$ cat src/rtl/mac_accumulator.sv
// mac_accumulator: accumulates a counted burst of signed 16-bit products from
// an upstream multiplier into a signed ACC_W-bit result, then offers the
// result downstream with a valid/ready handshake.
//
// Build option: define MAC_SAT_EN for saturating additions and a sticky
// saturation flag. Without it, additions wrap and sat is tied low.
module mac_accumulator #(
    parameter int ACC_W = 20,
    parameter int LEN_W = 8
) (
    input  logic             clk,
    input  logic             rst,
    input  logic             start,
    input  logic [LEN_W-1:0] len,
    input  logic [15:0]      p_data,
    input  logic             p_valid,
    output logic             p_ready,
    output logic [ACC_W-1:0] out_data,
    output logic             out_valid,
    input  logic             out_ready,
    output logic             sat
);

    typedef enum logic [1:0] {
        ST_IDLE  = 2'd0,
        ST_ACCUM = 2'd1,
        ST_DONE  = 2'd2
    } state_t;

    state_t             state_q, state_d;
    logic [ACC_W-1:0]   acc_q, acc_d;
    logic [LEN_W-1:0]   cnt_q, cnt_d;
    logic [LEN_W-1:0]   len_q, len_d;

    logic [ACC_W-1:0]   prod_ext;
    logic [ACC_W-1:0]   sum_next;
    logic               sum_clip;
    logic [LEN_W-1:0]   cnt_inc;
    logic               accept;

    // Product handshake only completes while accumulating.
    assign accept   = (state_q == ST_ACCUM) && p_valid;
    assign cnt_inc  = cnt_q + {{(LEN_W-1){1'b0}}, 1'b1};
    assign prod_ext = {{(ACC_W-16){p_data[15]}}, p_data};

`ifdef MAC_SAT_EN
    localparam logic [ACC_W-1:0] ACC_MAX = {1'b0, {(ACC_W-1){1'b1}}};
    localparam logic [ACC_W-1:0] ACC_MIN = {1'b1, {(ACC_W-1){1'b0}}};

    logic [ACC_W:0] sum_wide;
    logic           sat_q, sat_d;

    // One guard bit exposes signed overflow; clip toward the side it overflowed.
    always_comb begin
        sum_wide = {acc_q[ACC_W-1], acc_q} + {prod_ext[ACC_W-1], prod_ext};
        sum_clip = sum_wide[ACC_W] ^ sum_wide[ACC_W-1];
        if (sum_clip) begin
            sum_next = sum_wide[ACC_W] ? ACC_MIN : ACC_MAX;
        end else begin
            sum_next = sum_wide[ACC_W-1:0];
        end
    end

    // Sticky clip flag: cleared on a new start, set by any clipped addition.
    always_comb begin
        sat_d = sat_q;
        if (state_q == ST_IDLE && start) begin
            sat_d = 1'b0;
        end else if (accept && sum_clip) begin
            sat_d = 1'b1;
        end
    end

    // Saturation flag register.
    always_ff @(posedge clk or posedge rst) begin
        if (rst) begin
            sat_q <= 1'b0;
        end else begin
            sat_q <= sat_d;
        end
    end

    assign sat = sat_q;
`else
    // Plain modulo-2^ACC_W addition; no overflow detection needed.
    always_comb begin
        sum_next = acc_q + prod_ext;
        sum_clip = 1'b0;
    end

    assign sat = 1'b0;
`endif

    // Next-state, accumulator and counter updates.
    always_comb begin
        state_d = state_q;
        acc_d   = acc_q;
        cnt_d   = cnt_q;
        len_d   = len_q;
        case (state_q)
            ST_IDLE: begin
                if (start) begin
                    acc_d   = '0;
                    cnt_d   = '0;
                    len_d   = len;
                    state_d = (len != '0) ? ST_ACCUM : ST_DONE;
                end
            end
            ST_ACCUM: begin
                // Idle cycles (p_valid low) simply wait; there is no timeout.
                if (accept) begin
                    acc_d = sum_next;
                    cnt_d = cnt_inc;
                    if (cnt_inc == len_q) begin
                        state_d = ST_DONE;
                    end
                end
            end
            ST_DONE: begin
                // start is deliberately not looked at here, forcing a bubble.
                if (out_ready) begin
                    state_d = ST_IDLE;
                end
            end
            default: begin
                state_d = ST_IDLE;
            end
        endcase
    end

    // State and datapath registers with asynchronous clear.
    always_ff @(posedge clk or posedge rst) begin
        if (rst) begin
            state_q <= ST_IDLE;
            acc_q   <= '0;
            cnt_q   <= '0;
            len_q   <= '0;
        end else begin
            state_q <= state_d;
            acc_q   <= acc_d;
            cnt_q   <= cnt_d;
            len_q   <= len_d;
        end
    end

    // Result comes straight from the accumulator register.
    assign out_data  = acc_q;
    assign out_valid = (state_q == ST_DONE);
    assign p_ready   = (state_q == ST_ACCUM);

endmodule

$ cat config.mk
export PLATFORM = sky130hd
export DESIGN_NAME = mac_accumulator
export DESIGN_NICKNAME = d
export VERILOG_FILES = /design/src/rtl/mac_accumulator.sv
export SDC_FILE = /design/constraint.sdc
export NUM_CORES = 1
export LEC_CHECK = 0
export ABC_AREA = 1
export CAP_MARGIN = 40
export CORE_MARGIN = 5
export CORE_UTILIZATION = 38
export CTS_BUF_LIST = sky130_fd_sc_hd__clkbuf_8 sky130_fd_sc_hd__clkbuf_16
export DETAILED_ROUTE_END_ITERATION = 10
export GPL_TIMING_DRIVEN = 0
export PLACE_DENSITY = 0.66
export SLEW_MARGIN = 30
export SYNTH_ARGS = -nofsm -noshare
export SYNTH_HDL_FRONTEND = slang
export SYNTH_SLANG_ARGS = --single-unit
$ cat constraint.sdc
create_clock -name clk -period 2.2 [get_ports clk]
set_clock_uncertainty 0.15 [all_clocks]
set_input_delay 0.44 -clock clk [delete_from_list [all_inputs] [get_ports clk]]
set_output_delay 0.44 -clock clk [all_outputs]
set_load 0.005 [all_outputs]
==> results.json, run 1 <==
{
  "final_nets": 554,
  "yosys-top-cells-area": "dfrtp_1 (32%), nand2_1 (19%), ha_1 (8.5%), inv_1 (6.7%), nand3_1 (5.6%)",
  "multi_input_area_sq_um": 1930,
  "ir_drop_uv": 432,
  "placed_area_sq_um": 3600,
  "root_buffer": "clkbuf_8",
  "m1WireLength_um": 3370,
  "die_x_um": 98.2,
  "slew_headroom": 0.643,
  "route.detailed.drc": 0,
  "synth_edf_count": 0,
  "critPathKind": "primary input to register",
  "worstHoldPathType": "primary input to asynchronous set/reset pin",
  "cp-end-kind": "register",
  "power.leakage_nw": 1.90,
  "htreeDepth": 2,
  "die_area_sq_um": 9640,
  "cts_buffer_depth": 2,
  "max_cap_violations": 0,
  "ant_nets": 0,
  "drt_iter0_markers": 119,
  "post_drt_wl_per_cell_um": 12.6,
  "required_ns": 2.27,
  "pre_cts_ws_ns": -0.494,
  "numCtsBuffers": 5,
  "setup_viol_count_final": 0,
  "yosysWarnings": 0,
  "syn_area_sq_um": 2960,
  "rsz0062_at_grt": "true",
  "whs_ns": 0.239,
  "final.setup.tns_ns": 0,
  "die_h_um": 98.2,
  "vias": 3001,
  "p_per_area_nw_per_um2": 1080,
  "fin_cells": 607,
  "core_sq_um": 7650,
  "portBuffers": 50,
  "highest_layer": "met4",
  "io_pins": 52,
  "totalWireLength_um": 7620,
  "period_needed_ns": 2.10,
  "area_growth_syn_to_layout_pct": 33.1,
  "drive_gt1_frac": 0.107,
  "syn_nets": 494,
  "yosys.area.top_type_share": 0.322,
  "min_period_over_period": 0.955,
  "ys.flop_type": "dfrtp_1",
  "ys_seq_area_frac": 0.322,
  "yosys.area.top_type": "dfrtp_1",
  "final_common_cell": "nand2_1",
  "startpoint_type": "primary input",
  "num-fill-cells": 769,
  "hold_violations": 0,
  "critPathMaxFanout": 4,
  "cts_sinks": 38,
  "grt_max_degree": 29,
  "finalPower_mw": 4.23,
  "seq_area_sq_um": 951,
  "setup_slack_ns": 0.0996,
  "async_reset_ff_frac": 1.00,
  "first_global_vias": 2956,
  "dpl.cell_count": 597,
  "worst_pin_slew_ns": 0.535,
  "diodes": 0,
  "final_core_util": 0.514,
  "grt-ovfl-total": 0,
  "drt-pass1-iter-count": 7,
  "gp_congestion": 0.928,
  "postCtsHoldBufs": 0,
  "num_rows": 32,
  "ys_types": 34,
  "dpl.hpwl_um": 5910,
  "status": "finished clean",
  "syn_inst": 444,
  "postSynthAreaPerCell_sq_um": 6.66,
  "met3_length_um": 285,
  "design_area_sq_um": 3930,
  "antenna_found_initial": 0,
  "clkLatencyLatePin_ns": 0.29,
  "final_cell_mix": "nand2_1 (147), inv_1 (51), clkdlybuf4s50_1 (47)",
  "drv_slew": 0,
  "avgViaCountPerCell": 4.94,
  "clock.fmax_ghz": 0.476,
  "crit_arrival_ns": 2.17,
  "synth_seq_cells": 38,
  "clk_pin_slew_ns": 0.08,
  "initial_utilization": 0.387,
  "grt_pass1_wl_um": 13000,
  "grt_usage": 0.161,
  "cts_tree": "yes",
  "wl_met2_um": 3850
}
==> worst paths after layout <==
check / start / to / slack (ns) / depth (start not counted)
worst min register to register: len_q[3]$_DFFE_PP0P_ / len_q[3]$_DFFE_PP0P_ / 0.35 / 2
min in group clk: len_q[3]$_DFFE_PP0P_ / len_q[3]$_DFFE_PP0P_ / 0.35 / 2
worst min-delay path: rst / out_data[0]$_DFFE_PP0P_ / 0.24 / 2
worst max register to register: out_data[0]$_DFFE_PP0P_ / out_data[12]$_DFFE_PP0P_ / 0.13 / 13
worst max-delay path: p_data[13] / out_data[18]$_DFFE_PP0P_ / 0.1 / 9
max in group asynchronous: rst / out_data[2]$_DFFE_PP0P_ / 1.24 / 3
==> area by class of cell <==
class / instances / share of cell area
Buffer: 6 / 0.0102
Timing Repair Buffer: 53 / 0.137
Tap cell: 102 / 0.0324
Inverter: 54 / 0.0515
Clock inverter: 2 / 0.0153
Clock buffer: 6 / 0.0210
Multi-Input combinational cell: 346 / 0.491
Sequential cell: 38 / 0.242
==> cells in the mapped netlist (3+ instances only) <==
library cell and count:
nand2_1 151, inv_1 53, nor2_1 42, dfrtp_1 38
nand3_1 33, a21oi_1 25, o21ai_0 25, ha_1 20
nand4_1 9, nand2_2 4, o21bai_1 4, a22o_1 3
nor2_4 3, nor3_1 3, o21ai_1 3, o22ai_1 3
==> power breakdown <==
group          total (mW)  internal (mW)  leakage [nW]  switching, mW
combinational        2.31           1.04          1.34           1.27
clock               0.759          0.484        0.0714          0.274
sequential           1.16          0.936         0.495          0.227
==> per-layer routing <==
metal | vias up | track usage
met5 | - | 0
met4 | 0 | 0.0515
met3 | 11 | 0.0293
met2 | 60 | 0.293
met1 | 1368 | 0.191
li1 | 1562 | -
==> worst max-delay path: stages <==
cell and delay [ns]:
clkdlybuf4s50_1 0.41, ha_1 0.34, a21oi_1 0.24, o21ai_0 0.16, a21oi_1 0.16, nand3_1 0.15
nand2_1 0.09, nand2_1 0.05, o21ai_0 0.13
==> what timing repair did <==
| item | CTS | global route |
|---|---|---|
| setup buffers | 1 | 1 |
| pin swaps | 1 | 2 |
| endpoints found under the hold margin | 0 | 0 |
| gates resized for setup | 5 | 27 |
| gates cloned | 0 | 0 |
| setup endpoints to repair | 5 | 13 |
==> flip-flops by register name (all words and copies together) (netlist names) <==
name / count
cnt_q: 8
state_q: 2
out_data: 20
len_q: 8
==> cells by family (layout without fill, tap and decap cells) <==
logic type / after synthesis / count (layout) / synth area share
flops: 38 / 38 / 0.322
compound gates: 69 / 69 / 0.132
buf+inv: 60 / 121 / 0.0821
xor+xnor: 3 / 3 / 0.00889
fa+ha+maj: 21 / 21 / 0.0914
other cells: 1 / 1 / 0.00127
simple gates: 252 / 252 / 0.363
No activity file was read; power rests on OpenSTA's default activity.
==> run 2, diff against run 1 <==
GPL_TIMING_DRIVEN = unset   (was 0)
==> run 2 against run 1 <==
Compared with the run above: wire length grew 4.4%; setup slack lost 0.019 ns; clock power grew 1%; power grew 5.6%; die area is the same; cell count grew 5.4%; hold slack gained 0.11 ns; sequential cell count is the same; core utilization grew 2.2 points; highest routed layer unchanged.
==> results.json, run 2 (synthesized netlist as in run 1, its figures left out) <==
{
  "area_growth_syn_to_layout_pct": 38.6,
  "avgViaCountPerCell": 4.86,
  "grt_usage": 0.164,
  "pre_cts_ws_ns": -0.343,
  "cts_setup_buffers": 0,
  "diodes": 0,
  "drt_iter0_markers": 73,
  "die_area_sq_um": 9640,
  "clock.fmax_ghz": 0.472,
  "grt-ovfl-total": 0,
  "setup_slack_ns": 0.0803,
  "cp-end-kind": "register",
  "rsz0062_at_grt": "true",
  "htreeDepth": 2,
  "final_common_cell": "nand2_1",
  "drv_slew": 0,
  "ant_nets": 0,
  "max_cap_violations": 0,
  "cts_sinks": 38,
  "crit_path_cell_trace": "clkdlybuf4s50_1 -> ha_2 -> fa_2 -> nand3_2 -> nand2_2 -> nand2_2 -> nand2_2 -> nand2_1 -> nand2_2 -> nand2_1 -> nand2_1 -> nand2_1 -> nand2_1 -> o21ai_1",
  "holdPathStages": 2,
  "numCtsBuffers": 5,
  "antenna_found_initial": 0,
  "drive_gt1_frac": 0.154,
  "post_drt_wl_per_cell_um": 12.4,
  "ir_drop_uv": 580,
  "slowest_stage": "clkdlybuf4s50_1",
  "io_pins": 52,
  "largest_register_ffs": 20,
  "final_nets": 587,
  "dpl.cell_count": 632,
  "cp_common_cell": "nand2_1",
  "reg2reg_depth": 13,
  "clkLatencyLatePin_ns": 0.30,
  "drt-pass1-iter-count": 4,
  "slew_headroom": 0.615,
  "whs_ns": 0.351,
  "max_stage_delay_ns": 0.41,
  "portBuffers": 50,
  "hold_violations": 0,
  "vias": 3111,
  "totalWireLength_um": 7960,
  "initial_utilization": 0.387,
  "required_ns": 2.28,
  "cts_buffer_depth": 2,
  "grt_max_degree": 39,
  "critPathKind": "primary input to register",
  "fin_cells": 640,
  "grt_pass1_wl_um": 13200,
  "root_buffer": "clkbuf_8",
  "critPathMaxFanout": 4,
  "r2r_slack_ns": 0.23,
  "worstHoldPathType": "register to register",
  "first_global_vias": 3002,
  "die_x_um": 98.2,
  "worst_pin_slew_ns": 0.576,
  "gp_congestion": 0.850,
  "num_rows": 32,
  "route.detailed.drc": 0,
  "setup_viol_count_final": 0,
  "min_period_over_period": 0.964,
  "p_per_area_nw_per_um2": 1090,
  "crit_arrival_ns": 2.20,
  "die_h_um": 98.2,
  "status": "finished clean",
  "postCtsHoldBufs": 0,
  "period_needed_ns": 2.12,
  "startpoint_type": "primary input",
  "power.leakage_nw": 2.05,
  "finalPower_mw": 4.47,
  "clk_pin_slew_ns": 0.09,
  "cts_tree": "yes",
  "final_cell_mix": "nand2_1 (148), inv_1 (53), clkdlybuf4s50_1 (49)",
  "core_sq_um": 7650,
  "dpl.hpwl_um": 6180
}
==> run 2: cell types whose count changed in the layout (fill, tap and decap cells not counted), moves of 2 or more <==
cell and delta:
buf_4 +37, ha_1 +4, ha_2 +3, clkdlybuf4s50_1 +2, inv_2 -2, inv_1 +2, ha_4 -7, buf_2 -2
==> run 2: final timing paths <==
| path | start | to |
|---|---|---|
| max in group asynchronous | rst | out_data[2]$_DFFE_PP0P_ |
| setup reg to reg | out_data[0]$_DFFE_PP0P_ | out_data[12]$_DFFE_PP0P_ |
| hold reg to reg | len_q[0]$_DFFE_PP0P_ | len_q[0]$_DFFE_PP0P_ |
| setup / recovery | p_data[0] | out_data[12]$_DFFE_PP0P_ |
| min in group asynchronous | rst | out_data[17]$_DFFE_PP0P_ |
| hold / removal | len_q[0]$_DFFE_PP0P_ | len_q[0]$_DFFE_PP0P_ |
==> run 2: metal layers <==
layer / track usage / vias up / wire length, um
met5: 0 / - / 0
met2: 0.304 / 59 / 4100
li1: - / 1631 / -
met3: 0.0364 / 13 / 312
met4: 0.0452 / 0 / 120
met1: 0.189 / 1408 / 3430
==> run 2: per-stage QoR <==
| step | instance area [sq um] | util | setup TNS, ns |
|---|---|---|---|
| 3_3_place_gp | 3850 | 0.504 | -5.15 |
| 4_1_cts | 4010 | 0.524 | 0 |
| 5_1_grt | 4100 | 0.536 | -0.0101 |
| 2_1_floorplan | 2960 | - | 0 |
| 3_5_place_dp | 3860 | 0.505 | -4.06 |
| 6_report | 4100 | 0.536 | 0 |
==> run 2: cell type report <==
| cell class | instances | area (sq um) |
|---|---|---|
| inverters | 54 | 203 |
| well taps | 102 | 128 |
| repair buffers | 92 | 822 |
| fillers | 749 | 3550 |
| flip-flops and latches | 38 | 951 |
| clock buffers | 6 | 82.6 |
| multi-input cells | 346 | 1850 |
| clock inverters | 2 | 60.1 |
==> run 2: worst max-delay path: cells and delay by family <==
kind | cells | cell delay [ns]
simple gates | 10 | 0.67
fa+ha+maj | 2 | 0.56
buf+inv | 1 | 0.41
compound gates | 1 | 0.11
==> run 2: report_power, final <==
group | leakage [nW] | total (mW) | switching, mW | internal (mW)
Clock | 0.0714 | 0.767 | 0.283 | 0.484
Combinational | 1.49 | 2.55 | 1.32 | 1.23
Sequential | 0.495 | 1.15 | 0.214 | 0.936
==> run 2: repair_timing <==
action,4_1_cts,5_1_grt
gates resized for setup,1,22
hold endpoints to repair,0,0
setup endpoints to repair,2,13
